File: src/rtl/alsu_pkg.sv
// Shared ALSU scheduler definitions: command field layout, opcodes, idle command, invalid check.
package alsu_pkg;
  localparam int CMD_W     = 16;
  localparam int ALSU_LAT  = 2;
  localparam int TAG_DEPTH = ALSU_LAT + 1;

  localparam int A_LSB      = 0;
  localparam int B_LSB      = 3;
  localparam int OP_LSB     = 6;
  localparam int CIN_BIT    = 9;
  localparam int SERIAL_BIT = 10;
  localparam int DIR_BIT    = 11;
  localparam int RED_A_BIT  = 12;
  localparam int RED_B_BIT  = 13;
  localparam int BYP_A_BIT  = 14;
  localparam int BYP_B_BIT  = 15;

  localparam logic [2:0] OP_AND   = 3'd0;
  localparam logic [2:0] OP_XOR   = 3'd1;
  localparam logic [2:0] OP_ADD   = 3'd2;
  localparam logic [2:0] OP_MUL   = 3'd3;
  localparam logic [2:0] OP_SHIFT = 3'd4;
  localparam logic [2:0] OP_ROT   = 3'd5;

  // AND of zeros: keeps the ALSU result at 0 on cycles with nothing to issue.
  localparam logic [CMD_W-1:0] IDLE_CMD = '0;

  typedef struct packed {
    logic valid;
    logic id;
    logic invalid;
  } tag_t;

  function automatic logic cmd_invalid(input logic [CMD_W-1:0] cmd);
    logic [2:0] op;
    op = cmd[OP_LSB +: 3];
    return (((cmd[RED_A_BIT] | cmd[RED_B_BIT]) & (op[1] | op[2])) | (op[1] & op[2]))
           & ~cmd[BYP_A_BIT] & ~cmd[BYP_B_BIT];
  endfunction
endpackage

File: src/rtl/alsu_rr_arb.sv
// Two-way round-robin arbiter; with ALSU_SCHED_LOCK_EN a requester can hold the grant
// across commands until it accepts one with its lock bit low.
module alsu_rr_arb (
  input  logic       clk,
  input  logic       rst,
  input  logic [1:0] valid,
  input  logic [1:0] lock,
  input  logic       accept,
  output logic [1:0] grant
);
  logic last_reg;
  logic winner;

`ifdef ALSU_SCHED_LOCK_EN
  logic locked_reg;
  logic owner_reg;
`else
  logic unused_lock;
  assign unused_lock = ^lock;
`endif

  always_comb begin
    winner = (valid == 2'b11) ? ~last_reg : valid[1];
`ifdef ALSU_SCHED_LOCK_EN
    if (locked_reg) winner = owner_reg;
`endif
    grant = 2'b00;
    grant[winner] = valid[winner];
  end

  // Pointer starts at 1 so requester 0 wins the first contention.
  always_ff @(posedge clk or posedge rst) begin
    if (rst) begin
      last_reg <= 1'b1;
`ifdef ALSU_SCHED_LOCK_EN
      locked_reg <= 1'b0;
      owner_reg  <= 1'b0;
`endif
    end else if (accept) begin
      last_reg <= winner;
`ifdef ALSU_SCHED_LOCK_EN
      locked_reg <= lock[winner];
      owner_reg  <= winner;
`endif
    end
  end
endmodule

File: src/rtl/alsu_sched.sv
// Two-requester ALSU command scheduler: issues one command per cycle and returns tagged
// results ALSU_LAT+2 cycles after accept. Burst locking enabled by ALSU_SCHED_LOCK_EN.
module alsu_sched
  import alsu_pkg::*;
(
  input  logic             clk,
  input  logic             rst,
  input  logic [1:0]       req_valid,
  output logic [1:0]       req_ready,
  input  logic [1:0]       req_lock,
  input  logic [CMD_W-1:0] req_cmd0,
  input  logic [CMD_W-1:0] req_cmd1,
  output logic [CMD_W-1:0] alsu_cmd,
  input  logic [5:0]       alsu_out,
  output logic             rsp_valid,
  output logic             rsp_id,
  output logic [5:0]       rsp_data,
  output logic             rsp_invalid
);
  logic [1:0]       grant;
  logic             accept;
  logic             accept_id;
  logic [CMD_W-1:0] sel_cmd;
  tag_t             tag_in;
  tag_t             tag_end;
  tag_t             tag_reg [TAG_DEPTH];

  alsu_rr_arb u_arb (
    .clk    (clk),
    .rst    (rst),
    .valid  (req_valid),
    .lock   (req_lock),
    .accept (accept),
    .grant  (grant)
  );

  assign req_ready = rst ? 2'b00 : grant;
  assign accept    = |(req_valid & req_ready);
  assign accept_id = grant[1];
  assign sel_cmd   = accept_id ? req_cmd1 : req_cmd0;

  always_comb begin
    tag_in         = '0;
    tag_in.valid   = accept;
    tag_in.id      = accept_id;
    tag_in.invalid = accept & cmd_invalid(sel_cmd);
  end

  always_ff @(posedge clk or posedge rst) begin
    if (rst) begin
      alsu_cmd <= IDLE_CMD;
    end else begin
      alsu_cmd <= accept ? sel_cmd : IDLE_CMD;
    end
  end

  // Tags travel alongside the command through the ALSU's input and output registers.
  always_ff @(posedge clk or posedge rst) begin
    if (rst) begin
      for (int i = 0; i < TAG_DEPTH; i++) tag_reg[i] <= '0;
    end else begin
      tag_reg[0] <= tag_in;
      for (int i = 1; i < TAG_DEPTH; i++) tag_reg[i] <= tag_reg[i-1];
    end
  end

  assign tag_end = tag_reg[TAG_DEPTH-1];

  always_ff @(posedge clk or posedge rst) begin
    if (rst) begin
      rsp_valid   <= 1'b0;
      rsp_id      <= 1'b0;
      rsp_data    <= '0;
      rsp_invalid <= 1'b0;
    end else begin
      rsp_valid <= tag_end.valid;
      if (tag_end.valid) begin
        rsp_id      <= tag_end.id;
        rsp_invalid <= tag_end.invalid;
        rsp_data    <= tag_end.invalid ? 6'd0 : alsu_out;
      end
    end
  end
endmodule

File: config.mk
export PLATFORM = sky130hd
export DESIGN_NAME = alsu_sched
export DESIGN_NICKNAME = d
export VERILOG_FILES = /design/src/rtl/alsu_pkg.sv /design/src/rtl/alsu_rr_arb.sv /design/src/rtl/alsu_sched.sv
export SDC_FILE = /design/constraint.sdc
export NUM_CORES = 1
export LEC_CHECK = 0
export ABC_AREA = 1
export ABC_CLOCK_PERIOD_IN_PS = 1300
export BUFFER_PORTS_ARGS = -buffer_cell sky130_fd_sc_hd__buf_2
export CAP_MARGIN = 20
export CORE_ASPECT_RATIO = 0.75
export CORE_MARGIN = 2
export CORE_UTILIZATION = 39
export CTS_CLUSTER_DIAMETER = 50
export CTS_CLUSTER_SIZE = 24
export DETAILED_ROUTE_END_ITERATION = 8
export PLACE_DENSITY_LB_ADDON = 0.25
export SYNTH_ARGS = -nofsm -noshare
export SYNTH_HDL_FRONTEND = slang
export SYNTH_SLANG_ARGS = --single-unit
File: constraint.sdc
create_clock -name clk -period 1.3 [get_ports clk]
set_clock_uncertainty 0.05 [all_clocks]
set_input_delay 0.26 -clock clk [delete_from_list [all_inputs] [get_ports clk]]
set_output_delay 0.26 -clock clk [all_outputs]
set_load 0.01 [all_outputs]
# After elaboration in Yosys (flattened, before gate mapping)
# Cells that the tools add are included.
# classes
magnitude_cmp,2
n_eq_ne,1
mux,9
bitwise_logic,13
reduce_logical,2
# op_table
cell,count
two-way mux 16 bit,2
two-way mux 6 bit,1
AND 1 bit,5
AND 2 bit,2
two-way mux 1 bit,4
inverter 1 bit,3
OR 1 bit,3
equality test 2 bit (second input constant),1
< comparator 1 x 2 -> 1 bit (second input constant),1
two-way mux 2 bit,1
OR reduction 2 bit,1
demux 1 bit (select 1 bit),1
>= comparator 1 bit (second input constant),1
logical AND 1 bit,1
# totals
register_bits,35
in_bits,44

# Longest topological paths before layout
# Gate-level depths: netlist of the first run.
# logic_depth
word_depth,14
mapped_depth,8

# Hierarchy
# From an unflattened synthesis of the first run, not the netlist that was laid out.
# hier_totals
cells_unflattened,159
area_unflattened_um2,1435.1
# modules_own_cells
module,n_inst,cells_each,area_per_inst_um2,seq_area_each_um2
alsu_sched,1,149,1370.1,850.8
alsu_rr_arb,1,10,65.1,26.3

# Least setup slack after synthesis of the first run
# Ideal clock, no wire load.
# synth_timing
path_kind,reg2out
from,register u_arb.last_reg
to,output port req_ready[0]
t_arrival_ns,1.188
required_ns,0.990
slack_ns,-0.198
stages_incl_launch_ff,6
n_path_buf,1
cell_sequence,dfstp_2 > nand2_2 > nand2_4 > inv_2 > buf_2 > nor3_1
# synth_between
elab_chain_len,8
elab_cells_between_ends,11
cone_classes,order compare (2); mux (6); bitwise (2); reduce/logical (1)
# synth_rtl
element,line_no,text
start: declaration,alsu_rr_arb.sv:11,logic last_reg;
start signal: assignment,alsu_rr_arb.sv:40,last_reg <= winner;
inverter 1 bit *,alsu_rr_arb.sv:23,winner = (valid == 2'b11) ? ~last_reg : valid[1];
two-way mux 1 bit *,alsu_rr_arb.sv:23,
< comparator 1 x 2 -> 1 bit (implied by the code) / >= comparator 1 bit (equally long branches),alsu_rr_arb.sv:28,grant[winner] = valid[winner];
logical AND 1 bit (implied by the code),alsu_rr_arb.sv:28,
two-way mux 1 bit (implied by the code),alsu_rr_arb.sv:28,
demux 1 bit (select 1 bit),-,
AND 2 bit (no source line) *,-,
two-way mux 2 bit *,alsu_sched.sv:37,assign req_ready = rst ? 2'b00 : grant;
end: declaration,alsu_sched.sv:9,"output logic [1:0] req_ready,"
# Every way passes the cells marked *; elsewhere a longest branch is shown, timed or not. The select of a mux whose other input is x is not followed.

# Worst setup path after layout of the first run
# layout_timing
from,register u_arb.last_reg
to,output port req_ready[1]
# The elaborated chain is that of the path after synthesis.

==> flow_metrics.py, run 1 <==
metrics = {
    "power_and_ir_drop": {
        "swShare": 0.257,
        "p_leak_uw": 0.00109,
        "powerDensity_nw_per_um2": 1220,
        "switchingPower_uw": 638,
        "p_int_uw": 1840,
        "power_frac_clock": 0.307,
        "pwr-share-comb": 0.203,
        "pwr-share-seq": 0.489,
        "max-vdd-ir-drop_v": 0.000894,
    },
    "synth": {
        "syn_inst": 124,
        "synth_edf_count": 0,
        "synth-compound-area-share": 0.106,
        "synth_nets": 168,
        "synth.avg_cell_area_um2": 10.4,
        "netlist_area_um2": 1290,
        "synth_cell_types": 18,
        "synth_top_family_by_area": "simple AND/OR/NAND/NOR gates",
        "synth-simple-area-share": 0.185,
        "synth_largest_area_cell": "dfrtp_1",
        "yosysTopAreaCellShare": 0.658,
        "ys.flop_type": "dfrtp_1",
        "async_reset_ff_frac": 1.00,
        "ys_warn_count": 0,
        "synthAdderAreaFrac": 0,
        "ys_seq_area_frac": 0.678,
        "synth_top_cells_by_area": "dfrtp_1, nor2_1, nand2_1",
        "muxShareOfSynthArea": 0,
        "synth_seq_cells": 35,
        "synth_xor_area_frac": 0,
    },
    "timing": {
        "tightest_slew_ns": 0.422,
        "min_period_ns": 1.57,
        "slew_viol_final": 0,
        "hold_viol_final": 0,
        "worst_slack_ns": -0.266,
        "max-slew-margin-rel": 0.717,
        "max_freq_mhz": 639,
        "period_share": 1.20,
        "setup_viol": 15,
        "rsz0062_at_grt": "true",
    },
    "die": {
        "rows": 18,
        "dieArea_um2": 3800,
        "die_h_um": 53.9,
        "start_util": 0.402,
        "dieWidth_um": 70.5,
        "core_area_um2": 3220,
        "ioPinCount": 71,
    },
    "route": {
        "ant_nets": 0,
        "firstDrtPassIters": 4,
        "drcViolationCount": 0,
        "drtIter0Drc": 54,
        "drt-vias-per-instance": 4.62,
        "vias": 1170,
        "drt_wl_total_mm": 2.97,
        "post_drt_wl_per_cell_um": 11.8,
    },
    "clock_tree": {
        "clock-sinks": 35,
        "clk_pin_slew_ns": 0.06,
        "htreeDepth": 2,
        "clk_latency_ns": 0.28,
        "clockRootBuffer": "clkbuf_8",
        "cts_buffer_depth": 2,
        "cts_made_buffers": 5,
        "cts_tree": "done",
    },
    "critical_path": {
        "critPathMaxFanout": 4,
        "endpoint_kind": "primary output",
        "cp_slowest_cell": "dfstp_2",
        "worstPathRequired_ns": 0.99,
        "critPathArrivalTime_ns": 1.26,
        "regToRegSetupSlack_ns": -0.19,
        "startpoint_type": "flip-flop",
        "reg2regPathDepth": 11,
        "max_stage_delay_ns": 0.54,
        "path_cells": "nand2_2, nand2_4, buf_4, nor2_1, buf_2",
        "crit_type": "reg -> out",
    },
    "final_layout": {
        "diodes": 0,
        "final_cell_mix": "buf_2, dfrtp_1, nor2_1",
        "nNetsFinal": 257,
        "layout_commonest_cell": "buf_2",
        "drive_above_1_share": 0.563,
        "design_area_um2": 2030,
        "final_cells": 253,
        "area_growth_pct": 57.2,
        "largest_register_ffs": 16,
    },
    "global_routing": {
        "grt_pass1_wl_mm": 4.64,
        "overflow": 0,
        "antenna_found_initial": 0,
        "grt_max_degree": 31,
        "grt_pass1_vias": 1097,
        "grtUsageTotal": 0.163,
    },
    "min_path": {
        "hold_depth": 2,
        "hold_path.class": "in -> reg",
    },
    "placement": {
        "gp_congestion": 0.769,
        "post_dp_cell_area_um2": 1750,
        "dp.cells": 237,
        "io_buffers": 68,
        "hpwl_mm": 2.17,
    },
    "status": {
        "violations": "negative setup slack",
        "status": "finished with violations",
    },
    "job": {
        "maxCapViolCount": 0,
    },
}
==> worst paths after layout <==
path | startpoint | to
worst max-delay path | u_arb.last_reg | req_ready[1]
worst min-delay path | alsu_out[1] | rsp_data[1]
worst max register to register | u_arb.last_reg | tag_reg[6]
worst min register to register | tag_reg[3] | tag_end[0]
max in group asynchronous | rst | u_arb.last_reg
min in group asynchronous | rst | alsu_cmd[2]
==> metal layers <==
metal | GRT usage | wire (um)
met5 | 0 | 0
met4 | 0.0769 | 41
met3 | 0.0655 | 242
met2 | 0.278 | 1430
met1 | 0.184 | 1260
==> what timing repair did <==
item	4_1_cts	5_1_grt
hold endpoints to repair	5	0
hold buffers	1	0
setup buffers	4	3
pin swaps	1	5
cloned	0	1
setup endpoints to repair	3	15
resized for setup	5	28
==> stage by stage <==
| stage | TNS, ns | hold WS [ns] | setup slack [ns] | total power, uW | utilization |
|---|---|---|---|---|---|
| 2_1_floorplan | -0.0859 | 0.281 | -0.0859 | 1440 | - |
| 5_1_grt | -1.98 | 0.153 | -0.338 | 2620 | 0.631 |
| 3_3_place_gp | 0 | 0.212 | 0.00476 | 1630 | 0.544 |
| 4_1_cts | -0.691 | 0.144 | -0.282 | 2450 | 0.587 |
| 3_5_place_dp | -0.0141 | 0.220 | -0.0141 | 1640 | 0.544 |
| 6_report | -0.887 | 0.155 | -0.266 | 2480 | 0.631 |
==> synthesized netlist by cell type (2+ instances only) <==
cell type and number:
a21oi_1 6, a22o_1 6, buf_4 2, dfrtp_1 34, inv_1 3, nand2_1 19
nand3_1 6, nor2_1 29, o21ai_0 10
==> logic make-up after synthesis <==
family / count (synthesis)
flops: 35
buf+inv: 8
compound gates: 23
simple gates: 58
==> worst max-delay path: cells and delay by family (launching register included) <==
family	cells	cell delay [ns]
buffers and inverters	2	0.24
flip-flops	1	0.54
AND/OR/NAND/NOR	3	0.19
==> power by group through the flow <==
stage          logic [uW]  clock network, uW  registers (uW)
4_1_cts               434                800            1210
6_report              504                762            1210
5_1_grt               555                843            1220
3_3_place_gp          398                  0            1230
3_5_place_dp          409                  0            1230
2_1_floorplan         170                  0            1270
==> final cells by class <==
| cell class | instances | area (um^2) |
|---|---|---|
| clock buffers | 6 | 82.6 |
| fillers | 261 | 1190 |
| clock inverters | 1 | 5.00 |
| flip-flops and latches | 35 | 877 |
| inverters | 4 | 17.5 |
| well taps | 40 | 50.0 |
| repair buffers | 86 | 528 |
| multi-input cells | 81 | 473 |
(Power assumes the default switching activity.)
==> inputs of run 2 (changes only) <==
--- a/config.mk
+++ b/config.mk
@@ -10,8 +10,8 @@
 export BUFFER_PORTS_ARGS = -buffer_cell sky130_fd_sc_hd__buf_2
 export CAP_MARGIN = 20
 export CORE_ASPECT_RATIO = 0.75
-export CORE_MARGIN = 2
-export CORE_UTILIZATION = 39
+export CORE_MARGIN = 5
+export CORE_UTILIZATION = 35
 export CTS_CLUSTER_DIAMETER = 50
 export CTS_CLUSTER_SIZE = 24
 export DETAILED_ROUTE_END_ITERATION = 8
==> run 2 against run 1 <==
Compared with the run above:
- the flow still finishes with violations (negative setup slack)
- combinational power increased by 4.4%
- power increased by 3.0%
- fmax down 1.7%
- utilization fell by 4.7 points
- sequential power hardly changed
- critical path depth stayed put
- sequential share of layout area shrank 1.6 points
- largest power group unchanged
- final cell count is 4.7% higher
- critical path type unchanged
- non-clock buffer count fell by 1
- die area grew 32%
- register-to-register slack gained 0.05 ns
- hold slack got worse by 0.012 ns
- critical endpoint is now req_ready[0]
- highest routed layer unchanged
==> flow_metrics.py, run 2 (synthesis results as in run 1) <==
metrics = {
    "global_routing": {
        "antenna_found_initial": 0,
        "grt_pass1_vias": 1290,
        "grt_pass1_wl_mm": 5.48,
        "grt_max_degree": 29,
        "overflow": 0,
        "grtUsageTotal": 0.142,
    },
    "route": {
        "post_drt_wl_per_cell_um": 12.6,
        "drt_wl_total_mm": 3.34,
        "drt-vias-per-instance": 4.39,
        "drcViolationCount": 0,
        "ant_nets": 0,
        "vias": 1163,
        "drtIter0Drc": 32,
        "firstDrtPassIters": 4,
    },
    "clock_tree": {
        "clk_pin_slew_ns": 0.07,
        "cts_made_buffers": 5,
        "cts_buffer_depth": 2,
        "clk_latency_ns": 0.28,
        "clock-sinks": 35,
        "htreeDepth": 2,
        "clockRootBuffer": "clkbuf_8",
        "cts_tree": "done",
    },
    "job": {
        "maxCapViolCount": 0,
    },
    "critical_path": {
        "startpoint_type": "flip-flop",
        "crit_end": "req_ready[0]",
        "worstPathRequired_ns": 0.99,
        "worst_r2r_endpoint": "tag_reg[6]",
        "critPathMaxFanout": 4,
        "crit_top_cell": "nand2_4",
        "reg2regPathDepth": 10,
        "endpoint_kind": "primary output",
        "worst-path-buf-inv": 2,
        "crit_type": "reg -> out",
        "startpoint": "u_arb.last_reg",
        "cp_slowest_cell": "dfstp_2",
        "regToRegSetupSlack_ns": -0.14,
        "max_stage_delay_ns": 0.56,
        "path_cells": "nand2_4, nand2_4, inv_4, nor3_4, buf_2",
        "path_depth": 5,
        "critPathArrivalTime_ns": 1.28,
        "critPathTopFamily": "flip-flops",
        "r2r_start": "u_arb.last_reg",
    },
    "status": {
        "violations": "negative setup slack",
        "status": "finished with violations",
    },
    "timing": {
        "min_period_ns": 1.59,
        "rsz0062_at_grt": "true",
        "setup_viol": 14,
        "max_freq_mhz": 628,
        "max-slew-margin-rel": 0.725,
        "worst_slack_ns": -0.293,
        "hold_viol_final": 0,
        "tightest_slew_ns": 0.411,
        "tns_ns": -1.77,
        "slew_viol_final": 0,
        "hold_ws_ns": 0.143,
        "period_share": 1.23,
    },
    "final_layout": {
        "nNetsFinal": 256,
        "largest_register_ffs": 16,
        "drive_above_1_share": 0.568,
        "area_growth_pct": 63.2,
        "diodes": 0,
        "final_cell_mix": "buf_2, dfrtp_1, nor2_1",
        "layout_commonest_cell": "buf_2",
    },
    "placement": {
        "pre_cts_ws_ns": -0.0362,
        "hpwl_mm": 2.48,
        "gp_congestion": 0.773,
        "io_buffers": 68,
    },
    "power_and_ir_drop": {
        "p_leak_uw": 0.00110,
        "max-vdd-ir-drop_v": 0.000828,
        "powerDensity_nw_per_um2": 1210,
    },
    "die": {
        "dieArea_um2": 5020,
        "core_area_um2": 3610,
        "dieWidth_um": 80.2,
        "rows": 19,
        "start_util": 0.358,
        "ioPinCount": 71,
        "die_h_um": 62.7,
    },
    "min_path": {
        "hold_path.class": "in -> reg",
    },
}
-- run 2: cell counts in the layout (fill, tap and decap cells not counted) --
No cell type changed its count.
-- run 2: how the worst min path moves through the flow --
stage                     start            to  cells after the start
floorplan            tag_reg[3]    tag_end[0]                      0
global placement            rst  alsu_cmd[12]                      2
detailed placement          rst  alsu_cmd[12]                      2
CTS                 alsu_out[5]   rsp_data[5]                      2
global route        alsu_out[5]   rsp_data[5]                      2
finish              alsu_out[5]   rsp_data[5]                      2
-- run 2: layout make-up --
cell class | instances | area (um^2)
Fill cell | 333 | 1500
Sequential cell | 35 | 877
Multi-Input combinational cell | 81 | 539
Timing Repair Buffer | 85 | 518
Clock buffer | 7 | 86.3
Tap cell | 52 | 65.1
Inverter | 4 | 17.5
Clock inverter | 1 | 8.76
-- run 2: power breakdown --
part | switching (uW) | internal [uW] | leakage [uW]
clock | 378 | 434 | 0.0000484
combinational | 277 | 249 | 0.000609
sequential | 33.5 | 1180 | 0.000447
total | 689 | 1860 | 0.00110
-- run 2: worst reg2reg max path: stages (launching register included) --
cell and delay, ns:
dfstp_2 0.56, nand2_4 0.06, nand2_4 0.09, inv_4 0.04, buf_4 0.12, buf_6 0.12
nand2_2 0.06, nand2_2 0.05, nor2_2 0.07, nand2_1 0.05, nor2_1 0.09
-- run 2: layer usage --
| metal | GRT usage | share of wire |
|---|---|---|
| met5 | 0 | 0 |
| met4 | 0.0527 | 0.020 |
| met1 | 0.154 | 0.38 |
| met2 | 0.230 | 0.48 |
| met3 | 0.0807 | 0.12 |
-- run 2: stage by stage --
| step | total power, uW | cells | instance area [um^2] | util |
|---|---|---|---|---|
| finish | 2550 | 265 | 2110 | 0.584 |
| floorplan | 1440 | 124 | 1310 | - |
| global route | 2700 | 265 | 2110 | 0.584 |
| global placement | 1650 | 251 | 1790 | 0.496 |
| detailed placement | 1660 | 251 | 1790 | 0.496 |
| CTS | 2520 | 263 | 1950 | 0.541 |
-- run 2: timing repair --
action	4_1_cts	5_1_grt
endpoints found under the hold margin	6	0
endpoints found under the setup margin	3	15
buffers inserted	3	3
pin swaps	4	14
hold buffers	1	0
resized for setup	9	39
==> inputs of run 3 (changes only) <==
--- a/config.mk
+++ b/config.mk
@@ -6,7 +6,7 @@
 export NUM_CORES = 1
 export LEC_CHECK = 0
 export ABC_AREA = 1
-export ABC_CLOCK_PERIOD_IN_PS = 1300
+export ABC_CLOCK_PERIOD_IN_PS = 1550
 export BUFFER_PORTS_ARGS = -buffer_cell sky130_fd_sc_hd__buf_2
 export CAP_MARGIN = 20
 export CORE_ASPECT_RATIO = 0.75
@@ -16,6 +16,7 @@
 export CTS_CLUSTER_SIZE = 24
 export DETAILED_ROUTE_END_ITERATION = 8
 export PLACE_DENSITY_LB_ADDON = 0.25
+export SKIP_LAST_GASP = 1
 export SYNTH_ARGS = -nofsm -noshare
 export SYNTH_HDL_FRONTEND = slang
 export SYNTH_SLANG_ARGS = --single-unit
==> constraint.sdc (replaced) <==
create_clock -name clk -period 1.55 [get_ports clk]
set_clock_uncertainty 0.05 [all_clocks]
set_input_delay 0.31 -clock clk [delete_from_list [all_inputs] [get_ports clk]]
set_output_delay 0.31 -clock clk [all_outputs]
set_load 0.01 [all_outputs]
==> run 3 against run 2 <==
Compared with the run above:
- the flow still finishes with violations (negative setup slack)
- via count fell by 3.2%
- global-route usage fell by 0.34 points
- sequential power fell by 16%
- count of clock-buffer cells in the layout rose by 1
- sequential cell count did not move
- worst setup slack improved by 0.24 ns
- first-iteration DRC count rose by 13%
- critical endpoint unchanged
- non-clock buffer count fell by 9
- design area fell by 11%
- combinational power fell by 34%
- die area did not move
- utilization fell by 6.5 points
==> flow_metrics.py, run 3 (synthesis results as in run 1) <==
metrics = {
    "final_layout": {
        "layout_commonest_cell": "buf_2",
        "drive_above_1_share": 0.441,
        "fin_util": 0.520,
        "multiInputGateArea_um2": 392,
        "final_cell_mix": "buf_2, dfrtp_1, nor2_1",
        "area_growth_pct": 45.2,
        "design_area_um2": 1880,
        "diodes": 0,
        "largest_register_ffs": 16,
        "seqCellArea_um2": 877,
        "fillers": 359,
        "nNetsFinal": 247,
    },
    "critical_path": {
        "path_cells": "nand2_4, nand2_4, inv_4, nor3_2, buf_2",
        "critPathArrivalTime_ns": 1.24,
        "max_stage_delay_ns": 0.56,
        "cp_slowest_cell": "dfstp_2",
        "endpoint_kind": "primary output",
        "crit_top_cell": "nand2_4",
        "startpoint_type": "flip-flop",
        "crit_type": "reg -> out",
        "critPathMaxFanout": 2,
        "regToRegSetupSlack_ns": 0.12,
        "worstPathRequired_ns": 1.19,
    },
    "min_path": {
        "hold_path.class": "in -> reg",
    },
    "route": {
        "firstDrtPassIters": 4,
        "post_drt_wl_per_cell_um": 12.0,
        "drtIter0Drc": 36,
        "ant_nets": 0,
        "vias": 1126,
        "drcViolationCount": 0,
        "drt_wl_total_mm": 3.08,
        "drt-vias-per-instance": 4.40,
    },
    "global_routing": {
        "antenna_found_initial": 0,
        "grtUsageTotal": 0.139,
        "grt_pass1_vias": 1242,
        "overflow": 0,
        "grt_max_degree": 32,
        "grt_pass1_wl_mm": 5.31,
    },
    "die": {
        "core_area_um2": 3610,
        "dieArea_um2": 5020,
        "rows": 19,
        "ioPinCount": 71,
        "start_util": 0.358,
        "die_h_um": 62.7,
        "dieWidth_um": 80.2,
    },
    "clock_tree": {
        "clockRootBuffer": "clkbuf_8",
        "clk_latency_ns": 0.28,
        "cts_tree": "done",
        "htreeDepth": 2,
        "clock-sinks": 35,
        "cts_buffer_depth": 2,
        "cts_made_buffers": 5,
        "clk_pin_slew_ns": 0.07,
    },
    "placement": {
        "post_dp_cell_area_um2": 1720,
        "hpwl_mm": 2.29,
        "gp_congestion": 0.788,
        "io_buffers": 68,
    },
    "job": {
        "maxCapViolCount": 0,
    },
    "power_and_ir_drop": {
        "p_leak_uw": 0.00104,
        "power_uw": 2070,
        "p_int_uw": 1550,
        "pwr-share-seq": 0.492,
        "switchingPower_uw": 519,
        "powerDensity_nw_per_um2": 1100,
        "max-vdd-ir-drop_v": 0.000535,
        "power_frac_clock": 0.341,
        "pwr-share-comb": 0.166,
        "swShare": 0.251,
    },
    "timing": {
        "min_period_ns": 1.60,
        "max_freq_mhz": 624,
        "period_share": 1.03,
        "slew_viol_final": 0,
        "rsz0062_at_grt": "true",
        "max-slew-margin-rel": 0.726,
        "tightest_slew_ns": 0.409,
        "worst_slack_ns": -0.0518,
        "hold_viol_final": 0,
        "setup_viol": 2,
    },
    "status": {
        "violations": "negative setup slack",
        "status": "finished with violations",
    },
}
## run 3: what timing repair did
item	CTS	global route
endpoints found under the hold margin	3	0
setup buffers	3	0
resized for setup	5	3
hold buffers	1	0
endpoints found under the setup margin	2	3
pin swaps	1	1
## run 3: metrics by stage
stage,instances,TNS (ns),hold slack (ns),worst slack [ns]
after global placement,245,0,0.220,0.126
after detailed placement,245,0,0.225,0.103
after global routing,256,-0.200,0.192,-0.106
after floorplan,124,0,0.281,0.00164
final,256,-0.0993,0.199,-0.0518
after CTS,257,-0.128,0.190,-0.0718
## run 3: power groups by stage
stage / Sequential (uW) / Combinational, uW / Clock (uW)
2_1_floorplan: 1070 / 139 / 0
4_1_cts: 1020 / 350 / 738
5_1_grt: 1030 / 388 / 773
3_3_place_gp: 1030 / 322 / 0
3_5_place_dp: 1040 / 329 / 0
6_report: 1020 / 345 / 707
## run 3: cell type report
type	instances	share of cell area
flip-flops and latches	35	0.467
repair buffers	76	0.227
inverters	4	0.00933
multi-input cells	81	0.209
clock buffers	8	0.0533
well taps	52	0.0346
## run 3: layer usage
layer  up-vias  global-route usage  wire [um]
met1       504               0.161       1260
met4         0              0.0591         53
met5         -                   0          0
li1        560                   -          -
met3         5              0.0663        377
met2        57               0.218       1390
## run 3: final timing paths
kind,start,to,depth (start not counted)
max,u_arb.last_reg,req_ready[0],5
min,alsu_out[5],rsp_data[5],2
max reg2reg,u_arb.last_reg,tag_reg[6],10
min reg2reg,tag_reg[3],tag_end[0],0
max in group asynchronous,rst,rsp_id,4
min in group asynchronous,rst,alsu_cmd[15],3
## run 3: critical path, delay by kind of cell, from the launching register on
kind          cells  cell delay (ns)
buf+inv           2             0.18
simple gates      3             0.22
flops             1             0.56
